===== src/rtl/reg_scoreboard_if.sv =====
`default_nettype none
// ============================================================================
// Module      : reg_scoreboard_if
// Description : Bundles the decode, writeback and flush signals that the
//               pipeline presents to the register scoreboard, plus the
//               scoreboard's stall, busy and error outputs.
//               master : pipeline side (drives decode, WB and flush)
//               slave  : scoreboard side
// Revision    : 1.0 - initial release
// ============================================================================
interface reg_scoreboard_if;
    // Decode / issue side
    logic        ds_valid;
    logic        ds_src1_used;
    logic [4:0]  ds_src1;
    logic        ds_src2_used;
    logic [4:0]  ds_src2;
    logic        ds_gr_we;
    logic [4:0]  ds_dest;
    logic        issue_fire;
    // Writeback / retire side
    logic        ws_valid;
    logic        ws_gr_we;
    logic [4:0]  ws_dest;
    // Pipeline kill
    logic        flush;
    // Scoreboard outputs
    logic        ds_stall;
    logic [31:0] busy_vec;
    logic        sb_err;

    modport master (
        output ds_valid, ds_src1_used, ds_src1, ds_src2_used, ds_src2,
               ds_gr_we, ds_dest, issue_fire, ws_valid, ws_gr_we, ws_dest,
               flush,
        input  ds_stall, busy_vec, sb_err
    );

    modport slave (
        input  ds_valid, ds_src1_used, ds_src1, ds_src2_used, ds_src2,
               ds_gr_we, ds_dest, issue_fire, ws_valid, ws_gr_we, ws_dest,
               flush,
        output ds_stall, busy_vec, sb_err
    );
endinterface
`default_nettype wire


===== src/rtl/reg_scoreboard.sv =====
`default_nettype none
// ============================================================================
// Module      : reg_scoreboard
// Description : Per-register pending-write scoreboard for the in-order
//               pipeline. Counts writes issued from decode and retired from
//               writeback, and stalls decode on a read of a busy register or
//               a write to a register whose counter is saturated.
// Ports       : clk    - clock
//               reset  - synchronous, active-high reset
//               sb_if  - reg_scoreboard_if.slave (decode, WB, flush inputs;
//                        ds_stall, busy_vec, sb_err outputs)
// Options     : SB_ERR_CHECK_EN - when defined, sb_err latches on counter
//               overflow/underflow attempts; otherwise sb_err is tied to 0.
// Revision    : 1.0 - initial release
// ============================================================================
module reg_scoreboard #(
    parameter int CNT_W = 2
) (
    input  wire logic        clk,
    input  wire logic        reset,
    reg_scoreboard_if.slave  sb_if
);

    localparam logic [CNT_W-1:0] c_cnt_max  = {CNT_W{1'b1}};
    localparam logic [CNT_W-1:0] c_cnt_zero = {CNT_W{1'b0}};
    localparam logic [CNT_W-1:0] c_cnt_one  = {{(CNT_W-1){1'b0}}, 1'b1};

    // Entry 0 exists only to keep indexing simple; it is held at zero.
    logic [CNT_W-1:0] cnt_q [32];
    logic [CNT_W-1:0] cnt_d [32];

    logic        w_issue_inc;
    logic        w_retire_dec;
    logic [31:0] w_busy;
    logic        w_raw1;
    logic        w_raw2;
    logic        w_full;

    assign w_issue_inc  = sb_if.issue_fire & sb_if.ds_gr_we & (sb_if.ds_dest != 5'd0);
    assign w_retire_dec = sb_if.ws_valid & sb_if.ws_gr_we & (sb_if.ws_dest != 5'd0);

    // Counter next state. Flush discards any same-cycle inc/dec. A register
    // hit by both an issue and a retire in the same cycle keeps its count.
    always_comb begin
        for (int r = 0; r < 32; r++) begin
            cnt_d[r] = cnt_q[r];
        end
        cnt_d[0] = c_cnt_zero;
        if (sb_if.flush) begin
            for (int r = 1; r < 32; r++) begin
                cnt_d[r] = c_cnt_zero;
            end
        end else begin
            for (int r = 1; r < 32; r++) begin
                if (w_issue_inc && (sb_if.ds_dest == 5'(r)) &&
                    !(w_retire_dec && (sb_if.ws_dest == 5'(r)))) begin
                    if (cnt_q[r] != c_cnt_max) begin
                        cnt_d[r] = cnt_q[r] + c_cnt_one;
                    end
                end else if (w_retire_dec && (sb_if.ws_dest == 5'(r)) &&
                             !(w_issue_inc && (sb_if.ds_dest == 5'(r)))) begin
                    if (cnt_q[r] != c_cnt_zero) begin
                        cnt_d[r] = cnt_q[r] - c_cnt_one;
                    end
                end
            end
        end
    end

    always_ff @(posedge clk) begin
        if (reset) begin
            for (int r = 0; r < 32; r++) begin
                cnt_q[r] <= c_cnt_zero;
            end
        end else begin
            for (int r = 0; r < 32; r++) begin
                cnt_q[r] <= cnt_d[r];
            end
        end
    end

    assign w_busy[0] = 1'b0;
    for (genvar i = 1; i < 32; i++) begin : g_busy
        assign w_busy[i] = (cnt_q[i] != c_cnt_zero);
    end

    // Stall looks only at registered counters, so a retire in this cycle
    // releases a dependent instruction one cycle later.
    assign w_raw1 = sb_if.ds_src1_used & (sb_if.ds_src1 != 5'd0) & w_busy[sb_if.ds_src1];
    assign w_raw2 = sb_if.ds_src2_used & (sb_if.ds_src2 != 5'd0) & w_busy[sb_if.ds_src2];
    assign w_full = sb_if.ds_gr_we & (sb_if.ds_dest != 5'd0) & (cnt_q[sb_if.ds_dest] == c_cnt_max);

    assign sb_if.ds_stall = sb_if.ds_valid & (w_raw1 | w_raw2 | w_full);
    assign sb_if.busy_vec = w_busy;

`ifdef SB_ERR_CHECK_EN
    logic w_same_reg;
    logic w_err_ovf;
    logic w_err_unf;
    logic sb_err_q;

    // Only a lone inc at max or a lone dec at zero is an error; a paired
    // inc/dec on the same register is a legal no-op.
    assign w_same_reg = w_issue_inc & w_retire_dec & (sb_if.ds_dest == sb_if.ws_dest);
    assign w_err_ovf  = w_issue_inc & ~w_same_reg & (cnt_q[sb_if.ds_dest] == c_cnt_max);
    assign w_err_unf  = w_retire_dec & ~w_same_reg & (cnt_q[sb_if.ws_dest] == c_cnt_zero);

    always_ff @(posedge clk) begin
        if (reset) begin
            sb_err_q <= 1'b0;
        end else if (!sb_if.flush && (w_err_ovf || w_err_unf)) begin
            sb_err_q <= 1'b1;
        end
    end

    assign sb_if.sb_err = sb_err_q;
`else
    assign sb_if.sb_err = 1'b0;
`endif

endmodule
`default_nettype wire


===== src/flat_wrapper.sv =====
// flat-port wrapper written by rule: the top's interface ports become plain ports
module reg_scoreboard_flat 
#(
    parameter int CNT_W = 2
)
  (clk, reset, sb_if_ds_valid, sb_if_ds_src1_used, sb_if_ds_src1, sb_if_ds_src2_used, sb_if_ds_src2, sb_if_ds_gr_we, sb_if_ds_dest, sb_if_issue_fire, sb_if_ws_valid, sb_if_ws_gr_we, sb_if_ws_dest, sb_if_flush, sb_if_ds_stall, sb_if_busy_vec, sb_if_sb_err);
  reg_scoreboard_if sb_if_i ();
  input  wire logic clk;
  input  wire logic reset;
  input wire logic [$bits(sb_if_i.ds_valid)-1:0] sb_if_ds_valid;
  input wire logic [$bits(sb_if_i.ds_src1_used)-1:0] sb_if_ds_src1_used;
  input wire logic [$bits(sb_if_i.ds_src1)-1:0] sb_if_ds_src1;
  input wire logic [$bits(sb_if_i.ds_src2_used)-1:0] sb_if_ds_src2_used;
  input wire logic [$bits(sb_if_i.ds_src2)-1:0] sb_if_ds_src2;
  input wire logic [$bits(sb_if_i.ds_gr_we)-1:0] sb_if_ds_gr_we;
  input wire logic [$bits(sb_if_i.ds_dest)-1:0] sb_if_ds_dest;
  input wire logic [$bits(sb_if_i.issue_fire)-1:0] sb_if_issue_fire;
  input wire logic [$bits(sb_if_i.ws_valid)-1:0] sb_if_ws_valid;
  input wire logic [$bits(sb_if_i.ws_gr_we)-1:0] sb_if_ws_gr_we;
  input wire logic [$bits(sb_if_i.ws_dest)-1:0] sb_if_ws_dest;
  input wire logic [$bits(sb_if_i.flush)-1:0] sb_if_flush;
  output wire logic [$bits(sb_if_i.ds_stall)-1:0] sb_if_ds_stall;
  output wire logic [$bits(sb_if_i.busy_vec)-1:0] sb_if_busy_vec;
  output wire logic [$bits(sb_if_i.sb_err)-1:0] sb_if_sb_err;
  assign sb_if_i.ds_valid = sb_if_ds_valid;
  assign sb_if_i.ds_src1_used = sb_if_ds_src1_used;
  assign sb_if_i.ds_src1 = sb_if_ds_src1;
  assign sb_if_i.ds_src2_used = sb_if_ds_src2_used;
  assign sb_if_i.ds_src2 = sb_if_ds_src2;
  assign sb_if_i.ds_gr_we = sb_if_ds_gr_we;
  assign sb_if_i.ds_dest = sb_if_ds_dest;
  assign sb_if_i.issue_fire = sb_if_issue_fire;
  assign sb_if_i.ws_valid = sb_if_ws_valid;
  assign sb_if_i.ws_gr_we = sb_if_ws_gr_we;
  assign sb_if_i.ws_dest = sb_if_ws_dest;
  assign sb_if_i.flush = sb_if_flush;
  assign sb_if_ds_stall = sb_if_i.ds_stall;
  assign sb_if_busy_vec = sb_if_i.busy_vec;
  assign sb_if_sb_err = sb_if_i.sb_err;
  reg_scoreboard #(.CNT_W(CNT_W)) u_core (.clk(clk), .reset(reset), .sb_if(sb_if_i));
endmodule

===== config.mk =====
export PLATFORM = sky130hd
export DESIGN_NAME = reg_scoreboard_flat
export DESIGN_NICKNAME = d
export VERILOG_FILES = /design/src/rtl/reg_scoreboard_if.sv /design/src/rtl/reg_scoreboard.sv /design/src/flat_wrapper.sv
export SDC_FILE = /design/constraint.sdc
export NUM_CORES = 1
export LEC_CHECK = 0
export CAP_MARGIN = 20
export CORE_ASPECT_RATIO = 0.9
export CORE_MARGIN = 8
export CORE_UTILIZATION = 45
export DETAILED_ROUTE_END_ITERATION = 16
export PLACE_DENSITY_LB_ADDON = 0.15
export SKIP_LAST_GASP = 1
export SLEW_MARGIN = 10
export SYNTH_ARGS = -nofsm -noshare
export SYNTH_HDL_FRONTEND = slang
export SYNTH_SLANG_ARGS = --single-unit
export TNS_END_PERCENT = 30

===== constraint.sdc =====
create_clock -name clk -period 2.3 [get_ports clk]
set_input_delay 0.46 -clock clk [delete_from_list [all_inputs] [get_ports clk]]
set_output_delay 0.46 -clock clk [all_outputs]
set_load 0.05 [all_outputs]

; ---- After elaboration in Yosys (flattened, before gate mapping)
; Memories as Yosys holds them, arrays and structs flattened.
; Index checks and enable logic that the tools add are counted.
; Widths: inputs -> output; s select.
[word_totals]
reg_bits = 0
latch_bits = 0
ram_bits = 64
rom_bits = 0
in_bits = 30
out_inout_bits = 34
mem_count = 1
[op_classes]
add_sub_neg = 62
n_mul = 0
div = 0
n_lt_le_gt_ge = 2
eq_ne = 94
shifts = 0
n_mux = 164
bitwise_logic = 45
reduce_logical = 221
[mem_list]
columns = name, depth, width, read_ports, rd_clocked_by_memory_dff, wr, line
row1 = u_core.cnt_q, 32, 2, 32, 0, 32, reg_scoreboard.sv:29  ; logic [CNT_W-1:0] cnt_q [32];
[ops]
columns = op, n
row1 = $mux 2, 156
row2 = $eq 5x5->1 const B, 32
row3 = $logic_and 1x1->1, 124
row4 = $eq 5x4->1 const B, 16
row5 = $add 2x1->2 const B, 31
row6 = $logic_not 1->1, 62
row7 = $mux 62, 1
row8 = $ne 2x2->1 const B, 31
row9 = $reduce_bool 2->1, 31
row10 = $sub 2x1->2 const B, 31
row11 = $eq 5x3->1 const B, 8
row12 = $or 1x1->1, 34
row13 = $eq 5x2->1 const B, 4
row14 = $reduce_bool 5->1, 4
row15 = $lt 5x6->1 const B, 2
row16 = $and 1x1->1, 11
row17 = $bmux 1 s5, 2
row18 = $eq 5x1->1 const B, 2
row19 = $mux 1, 5
row20 = $eq 2x2->1 const B, 1

; ---- Longest topological paths before layout
; Gate-level depths: netlist of run 1.
[depth]
ltp_word = 9
ltp_mapped = 10
mapped_depth_nobuf = 9

; ---- Worst setup path before layout of run 1
; Ideal clock, no wire load.
[synth_path]
kind = register to output
startpoint = mem u_core.cnt_q[16][0]
endpoint = out sb_if_ds_stall
arrival_ps = 2417
setup_slack_ps = -577
stages_incl_launch_ff = 7
path_cell_list = dfxtp_1 or2_1 mux4_1 mux2_2 mux2_2 nand4_1 o2111ai_1
[synth_lines]
columns = element, line
row1 = start: declaration, reg_scoreboard.sv:29
row2 = end: declaration, flat_wrapper.sv:22  ; output wire logic [$bits(sb_if_i.ds_stall)-1:0] sb_if_ds_stall;

==> results of run 1 <==
-- worst max-delay path: stages (launching register included) --
cell       delay, ps
dfxtp_2          320
or2_4            260
mux4_2           460
mux2_2           270
mux2_2           270
nand4_1          120
o2111ai_4        140
buf_12           180
-- per-layer routing --
layer,up-vias,wire [um],track usage (%)
met5,-,0,0
met4,0,421,8.89
met3,31,1220,4.40
met2,214,7760,38.4
met1,2631,7980,32.0
li1,2723,-,-
-- how the worst min path moves through the flow --
| stage | start | to | slack (ps) | depth (start not counted) |
|---|---|---|---|---|
| global route | u_core.cnt_q[2][0] | u_core.cnt_q[2][1] | 550 | 2 |
| floorplan | u_core.cnt_q[2][0] | u_core.cnt_q[2][1] | 460 | 2 |
| detailed placement | u_core.cnt_q[2][0] | u_core.cnt_q[2][1] | 500 | 2 |
| CTS | u_core.cnt_q[2][0] | u_core.cnt_q[2][1] | 500 | 2 |
| finish | u_core.cnt_q[2][0] | u_core.cnt_q[2][1] | 500 | 2 |
| global placement | u_core.cnt_q[2][0] | u_core.cnt_q[2][1] | 480 | 2 |
-- power by group --
| group | switching (uW) | internal [uW] | leakage (uW) |
|---|---|---|---|
| registers | 0.0312 | 1070 | 0.000501 |
| clock network | 547 | 842 | 0.000146 |
| logic | 204 | 182 | 0.00214 |
-- cell type report --
class                      count  area [um2]
fill                         936        3820
sequential                    62        1240
clock inverter                 7        73.8
multi-input combinational    557        3510
tap                          133         166
timing repair buffer         180        1570
inverter                      30         113
clock buffer                   9         225
-- synth_stat cells, drive strengths merged (17+ instances only) --
cell type  instances
nand2             54
mux4              18
nor3              46
a21o              27
ha                31
inv               30
o21ai             66
a21oi             71
clkbuf            17
dfxtp             62
nor2             114
nor2b             41
-- repair_timing --
item	4_1_cts	5_1_grt
resized for setup	13	9
gates cloned	2	0
pin swaps	3	0
endpoints found under the hold margin	0	0
endpoints found under the setup margin	2	25
buffers inserted	2	0
-- stage by stage --
| stage | hold slack (ps) | area [um2] | std cells |
|---|---|---|---|
| 3_3_place_gp | 479 | 6510 | 958 |
| 5_1_grt | 552 | 6900 | 978 |
| 4_1_cts | 504 | 6880 | 978 |
| 2_1_floorplan | 463 | 4960 | 675 |
| 3_5_place_dp | 497 | 6510 | 958 |
| 6_report | 502 | 6900 | 978 |
-- cell families after synthesis --
logic type	share of synthesized area [%]
buf+inv	4.69
mux	10.8
other cells	0.0764
simple gates	28.5
fa+ha+maj	7.90
flops	25.3
compound gates	22.8
==> results.txt, run 1 <==
outcome = finished with violations
failing checks = negative setup slack
HP Class = reg -> reg
fmax = 352 MHz
Largest register FFs = 62
worst setup path start = u_core.cnt_q[20][1]
Die X = 126 um
vias in the first global route = 5350
TritonCTS clock tree = yes
crit end category = output pin
most common cell after layout, fill and taps aside = nor2_1
largest net degree at the start of global routing = 63
CTS root buf = clkbuf_16
hpwl dp = 13600 um
Tightest Pin Transition = 700 ps
# port buffers = 61
initial core utilization = 45.8%
# diodes = 0
vias post-DR = 5599
post-route setup TNS = -540 ps
WL final = 17400 um
Cells after Synth = 674
most frequent cells in the layout = 114 x nor2_1, 113 x buf_4, 71 x a21oi_1, 66 x o21ai_0, 59 x dfxtp_1
Yosys warnings = 0
final setup margin = -540 ps
ranking of synthesized cells by area = dfxtp_1 25%, nor2_1 8.7%, ha_1 7.9%, a21oi_1 7.2%, o21ai_0 6.7%
PD cells = 413 nW/um2
clk_skew = 2.78 ps
final setup vio count = 1
die area = 14500 um2
Post-synth EDFFs = 0
WL/cell = 17.8 um
Synth top area share = 25.3%
Largest regs = u_core.cnt_q x62
Yosys top cell by area = dfxtp_1
register area share after synthesis = 25.3%
Mapped Area = 4910 um2
Final min period = 2840 ps
CTS H-tree depth = 3
final core utilization = 64.4%
GP Congestion = 0.975
vias per inst = 5.72
GRT Resource Usage Total = 24.1%
number of distinct library cells after synthesis = 47
grt ovf = 0
Die H = 115 um
Row Count = 36
# hold bufs at CTS = 0
clock sinks = 62
flop-to-flop setup slack = 1170 ps
Area Growth Syn to Fin = 40.7%
1st-iter DRT viols = 533
RR Endpoint = u_core.cnt_q[1][0]
antenna-violating nets left = 0
First-pass DRT Iterations = 5
Seq cells post-synth = 62
number of buffers created by CTS = 9
Worst-path clk slew = 60 ps
I/O Pins = 64
Worst slew margin = 53.3%
Avg Cell Area, Syn = 7.28 um2
LEAKAGE = 0.00279 uW
Core Area = 10700 um2
worst r2r path cells = 5
RSZ-0062 raised after global routing = yes
Synth async-reset ratio = 0%
VDD IR max = 0.353 mV
share of layout cells above drive strength 1 = 21.7%
Tcrit/Tclk final = 123%
Max FO, Critical Path = 2
Most used DFF post-synth = dfxtp_1
power after layout = 2850 uW
RR Startpoint = u_core.cnt_q[1][0]
max-cap viol count = 0
pre-CTS setup slack = -794 ps
Clock Path Buffers = 2
fin. max-slew vios = 0
final hold vios = 0
nets@finish = 901
Arrival @ worst endpoint = 2380 ps
worst setup path endpoint = sb_if_ds_stall
DRC Markers = 0
Top reg by flops = u_core.cnt_q
CP startpoint kind = flip-flop
critical path type = reg -> out
clock latency on the worst-skew pair = 340 ps
Critical Path RT = 1840 ps
initial antenna violation count = 0
first-pass GRT wire length = 27300 um
Note: power is estimated with default switching activity, not from simulation.
==> run 2: changes to the inputs <==
Settings changed: CORE_UTILIZATION 45 to 51, MAX_ROUTING_LAYER from default to met4.
==> run 2 against run 1 <==
Compared with the run above: utilization is 8.0 points higher; critical path type unchanged; worst hold slack better by 8.6 ps; die area decreased by 10%; sequential share of layout area barely moved; the flow still finishes with violations (negative setup slack); clock skew is 1.8 ps higher; final area is essentially flat; first-iteration DRC count decreased by 5.4%; flip-flop and latch count stayed put; combinational power increased by 8.1%; non-clock buffer count grew 6; register-to-register slack lost 140 ps; wire length increased by 8.9%.
==> results.txt, run 2 (synthesized netlist as in run 1, its figures left out) <==
outcome = finished with violations
WL final = 18900 um
worst r2r path cells = 5
LEAKAGE = 0.00280 uW
clock latency on the worst-skew pair = 340 ps
clock sinks = 62
antenna-violating nets left = 0
Arrival @ worst endpoint = 2380 ps
Tcrit/Tclk final = 123%
vias in the first global route = 5644
RR Startpoint = u_core.cnt_q[1][0]
max-cap viol count = 0
fillcell total = 780
share of layout cells above drive strength 1 = 23.2%
fin. max-slew vios = 0
final setup vio count = 3
Crit path depth = 7
Max FO, Critical Path = 2
CP bufs+invs = 1
number of buffers created by CTS = 9
placed cell area = 6550 um2
Die H = 109 um
CTS root buf = clkbuf_8
Largest register FFs = 62
Largest regs = u_core.cnt_q x62
hold slack = 511 ps
clk_skew = 4.62 ps
Worst slew margin = 64.9%
initial core utilization = 51.5%
vias per inst = 6.03
most frequent cells in the layout = 116 x buf_4, 112 x nor2_1, 71 x a21oi_1, 65 x o21ai_0, 59 x dfxtp_1
Die X = 119 um
1st-iter DRT viols = 504
Clock Path Buffers = 2
vias post-DR = 5886
Row Count = 34
CP startpoint kind = flip-flop
fmax = 352 MHz
Top reg by flops = u_core.cnt_q
Area Growth Syn to Fin = 40.6%
# port buffers = 61
WL/cell = 19.4 um
nets@finish = 907
PD cells = 355 nW/um2
GP Congestion = 0.959
GRT Resource Usage Total = 29.1%
initial antenna violation count = 0
largest net degree at the start of global routing = 35
TritonCTS clock tree = yes
I/O Pins = 64
pre-CTS setup slack = -775 ps
Final min period = 2840 ps
CP max stage cell = mux4_2
worst setup path endpoint = sb_if_ds_stall
# hold bufs at CTS = 0
CP most frequent cell = mux2_2
critical path type = reg -> out
hpwl dp = 14400 um
HP Class = reg -> reg
Tightest Pin Transition = 525 ps
worst setup path start = u_core.cnt_q[20][1]
grt ovf = 0
fin area = 6900 um2
Worst-path clk slew = 70 ps
CTS H-tree depth = 3
failing checks = negative setup slack
die area = 13000 um2
most common cell after layout, fill and taps aside = buf_4
power after layout = 2450 uW
DRC Markers = 0
Top delay family on crit path = multiplexers
# diodes = 0
VDD IR max = 0.293 mV
final hold vios = 0
first-pass GRT wire length = 28900 um
Core Area = 9530 um2
Largest stage delay, worst path = 460 ps
final setup margin = -537 ps
critical path cell sequence = or2_4 -> mux4_2 -> mux2_2 -> mux2_2 -> nand4_1 -> o2111ai_4 -> buf_12
flop-to-flop setup slack = 1030 ps
RSZ-0062 raised after global routing = yes
crit end category = output pin
Critical Path RT = 1840 ps
final core utilization = 72.4%
First-pass DRT Iterations = 6
RR Endpoint = u_core.cnt_q[1][0]
run 2: final cells by class:
class                           instances  area, um2  area share, %
Tap cell                              126        158           2.28
Sequential cell                        62       1240           18.0
Clock buffer                           15        186           2.70
Inverter                               30        113           1.63
Multi-Input combinational cell        557       3520           51.0
Timing Repair Buffer                  186       1680           24.3
run 2: layer usage:
layer,vias to the layer above,wire length [um],GRT usage [%]
met2,324,9020,49.3
met1,2764,7550,35.0
met5,-,0,-
met3,61,1750,3.99
met4,0,617,10.7
li1,2737,-,-
run 2: through the flow:
step                std cells  setup TNS (ps)
global route              976            -877
finish                    976            -556
detailed placement        954          -16870
CTS                       973            -664
global placement          954          -12130
floorplan                 675            -158
run 2: worst min-delay path by stage:
stage,from,to,slack (ps),depth (start not counted)
floorplan,u_core.cnt_q[2][0],u_core.cnt_q[2][1],460,2
global placement,u_core.cnt_q[2][0],u_core.cnt_q[2][1],480,2
detailed placement,u_core.cnt_q[2][0],u_core.cnt_q[2][1],500,2
CTS,u_core.cnt_q[2][0],u_core.cnt_q[2][1],510,2
global route,u_core.cnt_q[2][0],u_core.cnt_q[2][1],530,2
finish,u_core.cnt_q[2][0],u_core.cnt_q[2][1],510,2
run 2: worst reg2reg max path, delay by kind of cell, from the launching register on:
kind / cells / cell delay (ps)
AND/OR/NAND/NOR: 1 / 90
flip-flops: 1 / 490
AO/OA/AOI/OAI: 3 / 490
buffers and inverters: 1 / 80
run 2: power breakdown:
group	total [uW]	switching, uW	internal, uW
Sequential	1070	0.0314	1070
Combinational	416	217	199
Clock	959	453	506
run 2: timing repair:
action | CTS | global route
gates cloned | 3 | 1
endpoints found under the setup margin | 16 | 34
pin swaps | 3 | 5
setup buffers | 1 | 2
gates resized for setup | 14 | 21
==> run 3: changes to the inputs <==
Settings changed: TNS_END_PERCENT 30 to 5.
==> run 3 against run 2 <==
Compared with the run above: maximum frequency barely moved; highest routed layer unchanged; global-route usage did not move; largest power group unchanged; the run still ends with negative setup slack left; utilization fell by 0.46 points.
==> results.txt, run 3 (synthesized netlist as in run 1, its figures left out) <==
outcome = finished with violations
failing checks = negative setup slack
WL/cell = 19.2 um
vias in the first global route = 5644
fmax = 353 MHz
Core Area = 9530 um2
vias post-DR = 5849
Area Growth Syn to Fin = 39.7%
nets@finish = 906
Worst slew margin = 65.4%
clock latency on the worst-skew pair = 340 ps
initial antenna violation count = 0
Clock Path Buffers = 2
vias per inst = 6.00
DRC Markers = 0
non-filler cells in the finished layout = 975
first-pass GRT wire length = 28900 um
Top delay family on crit path = multiplexers
fin area = 6860 um2
Largest regs = u_core.cnt_q x62
initial core utilization = 51.5%
First-pass DRT Iterations = 5
VDD IR max = 0.293 mV
Largest stage delay, worst path = 470 ps
final setup margin = -535 ps
Arrival @ worst endpoint = 2370 ps
critical path cell sequence = or2_4 -> mux4_2 -> mux2_2 -> mux2_2 -> nand4_1 -> o2111ai_4 -> buf_12
1st-iter DRT viols = 558
Tcrit/Tclk final = 123%
Top reg by flops = u_core.cnt_q
Worst-path clk slew = 70 ps
Final min period = 2830 ps
# hold bufs at CTS = 0
die area = 13000 um2
Tightest Pin Transition = 517 ps
HP Class = reg -> reg
critical path type = reg -> out
Critical Path RT = 1840 ps
CTS root buf = clkbuf_8
clk_skew = 4.38 ps
max-cap viol count = 0
GRT Resource Usage Total = 29.1%
RSZ-0062 raised after global routing = yes
number of buffers created by CTS = 9
CP most frequent cell = mux2_2
CP max stage cell = mux4_2
CTS H-tree depth = 3
CP startpoint kind = flip-flop
final setup vio count = 12
WL final = 18700 um
Die H = 109 um
Largest register FFs = 62
CP bufs+invs = 1
placed cells = 954
fin. max-slew vios = 0
I/O Pins = 64
share of layout cells above drive strength 1 = 22.0%
antenna-violating nets left = 0
fillcell total = 785
PD cells = 355 nW/um2
most frequent cells in the layout = 115 x buf_4, 114 x nor2_1, 71 x a21oi_1, 65 x o21ai_0, 59 x dfxtp_1
hpwl dp = 14400 um
clock sinks = 62
crit end category = output pin
grt ovf = 0
GP Congestion = 0.959
most common cell after layout, fill and taps aside = buf_4
Max FO, Critical Path = 2
# diodes = 0
final hold vios = 0
# port buffers = 61
post-route setup TNS = -796 ps
LEAKAGE = 0.00272 uW
placed cell area = 6550 um2
Die X = 119 um
Row Count = 34
largest net degree at the start of global routing = 35
TritonCTS clock tree = yes
[run 3: cell count changes in the layout (fill, tap and decap cells not counted), moves of 2 or more]
cell | before | now
clkdlybuf4s50_1 | 49 | 54
nor2_1 | 112 | 114
nand2_1 | 52 | 54
nand2_2 | 2 | 0
dlymetal6s2s_1 | 6 | 1
[run 3: path summary, 6_finish.rpt]
path,start,to,slack (ps),cells after the start
setup / recovery,u_core.cnt_q[20][1],sb_if_ds_stall,-530,7
hold / removal,u_core.cnt_q[2][0],u_core.cnt_q[2][1],520,2
setup reg to reg,u_core.cnt_q[1][0],u_core.cnt_q[1][0],1080,5
hold reg to reg,u_core.cnt_q[2][0],u_core.cnt_q[2][1],520,2
[run 3: routing by layer]
metal | global-route usage (%) | part of all wire, % | vias up
li1 | - | - | 2736
met1 | 35.0 | 41 | 2750
met2 | 49.3 | 47 | 305
met3 | 3.99 | 8.4 | 58
met4 | 10.7 | 3.4 | 0
met5 | - | 0 | -
[run 3: area by class of cell]
type | instances | area [um2] | share of cell area (%)
timing repair buffer | 185 | 1660 | 24.3
tap | 126 | 158 | 2.30
inverter | 30 | 113 | 1.64
clock buffer | 15 | 186 | 2.72
sequential | 62 | 1240 | 18.2
multi-input combinational | 557 | 3490 | 50.9
[run 3: through the flow]
step | power (uW) | hold WS (ps) | setup slack [ps] | utilization, %
after global routing | 2510 | 529 | -590 | 72.0
final | 2440 | 521 | -535 | 72.0
after floorplan | 1270 | 463 | -158 | -
after global placement | 1460 | 477 | -741 | 68.7
after CTS | 2430 | 508 | -542 | 71.5
after detailed placement | 1470 | 497 | -775 | 68.7
[run 3: power by group]
part / total, uW / switching, uW / internal (uW) / leakage, uW
Combinational: 411 / 213 / 198 / 0.00213
Clock: 953 / 447 / 506 / 0.0000958
Sequential: 1070 / 0.0310 / 1070 / 0.000501
[run 3: worst register-to-register path: stages (launching register included)]
cell and delay, ps:
dfxtp_1 480, inv_1 80, o21ai_0 180, o22ai_1 110
a21oi_1 170, nor2_1 80
[run 3: repair_timing]
| action | in CTS | in global routing |
|---|---|---|
| pin swaps | 3 | 3 |
| cloned | 3 | 1 |
| setup buffers | 1 | 1 |
| gates resized for setup | 14 | 6 |
| setup endpoints to repair | 16 | 34 |
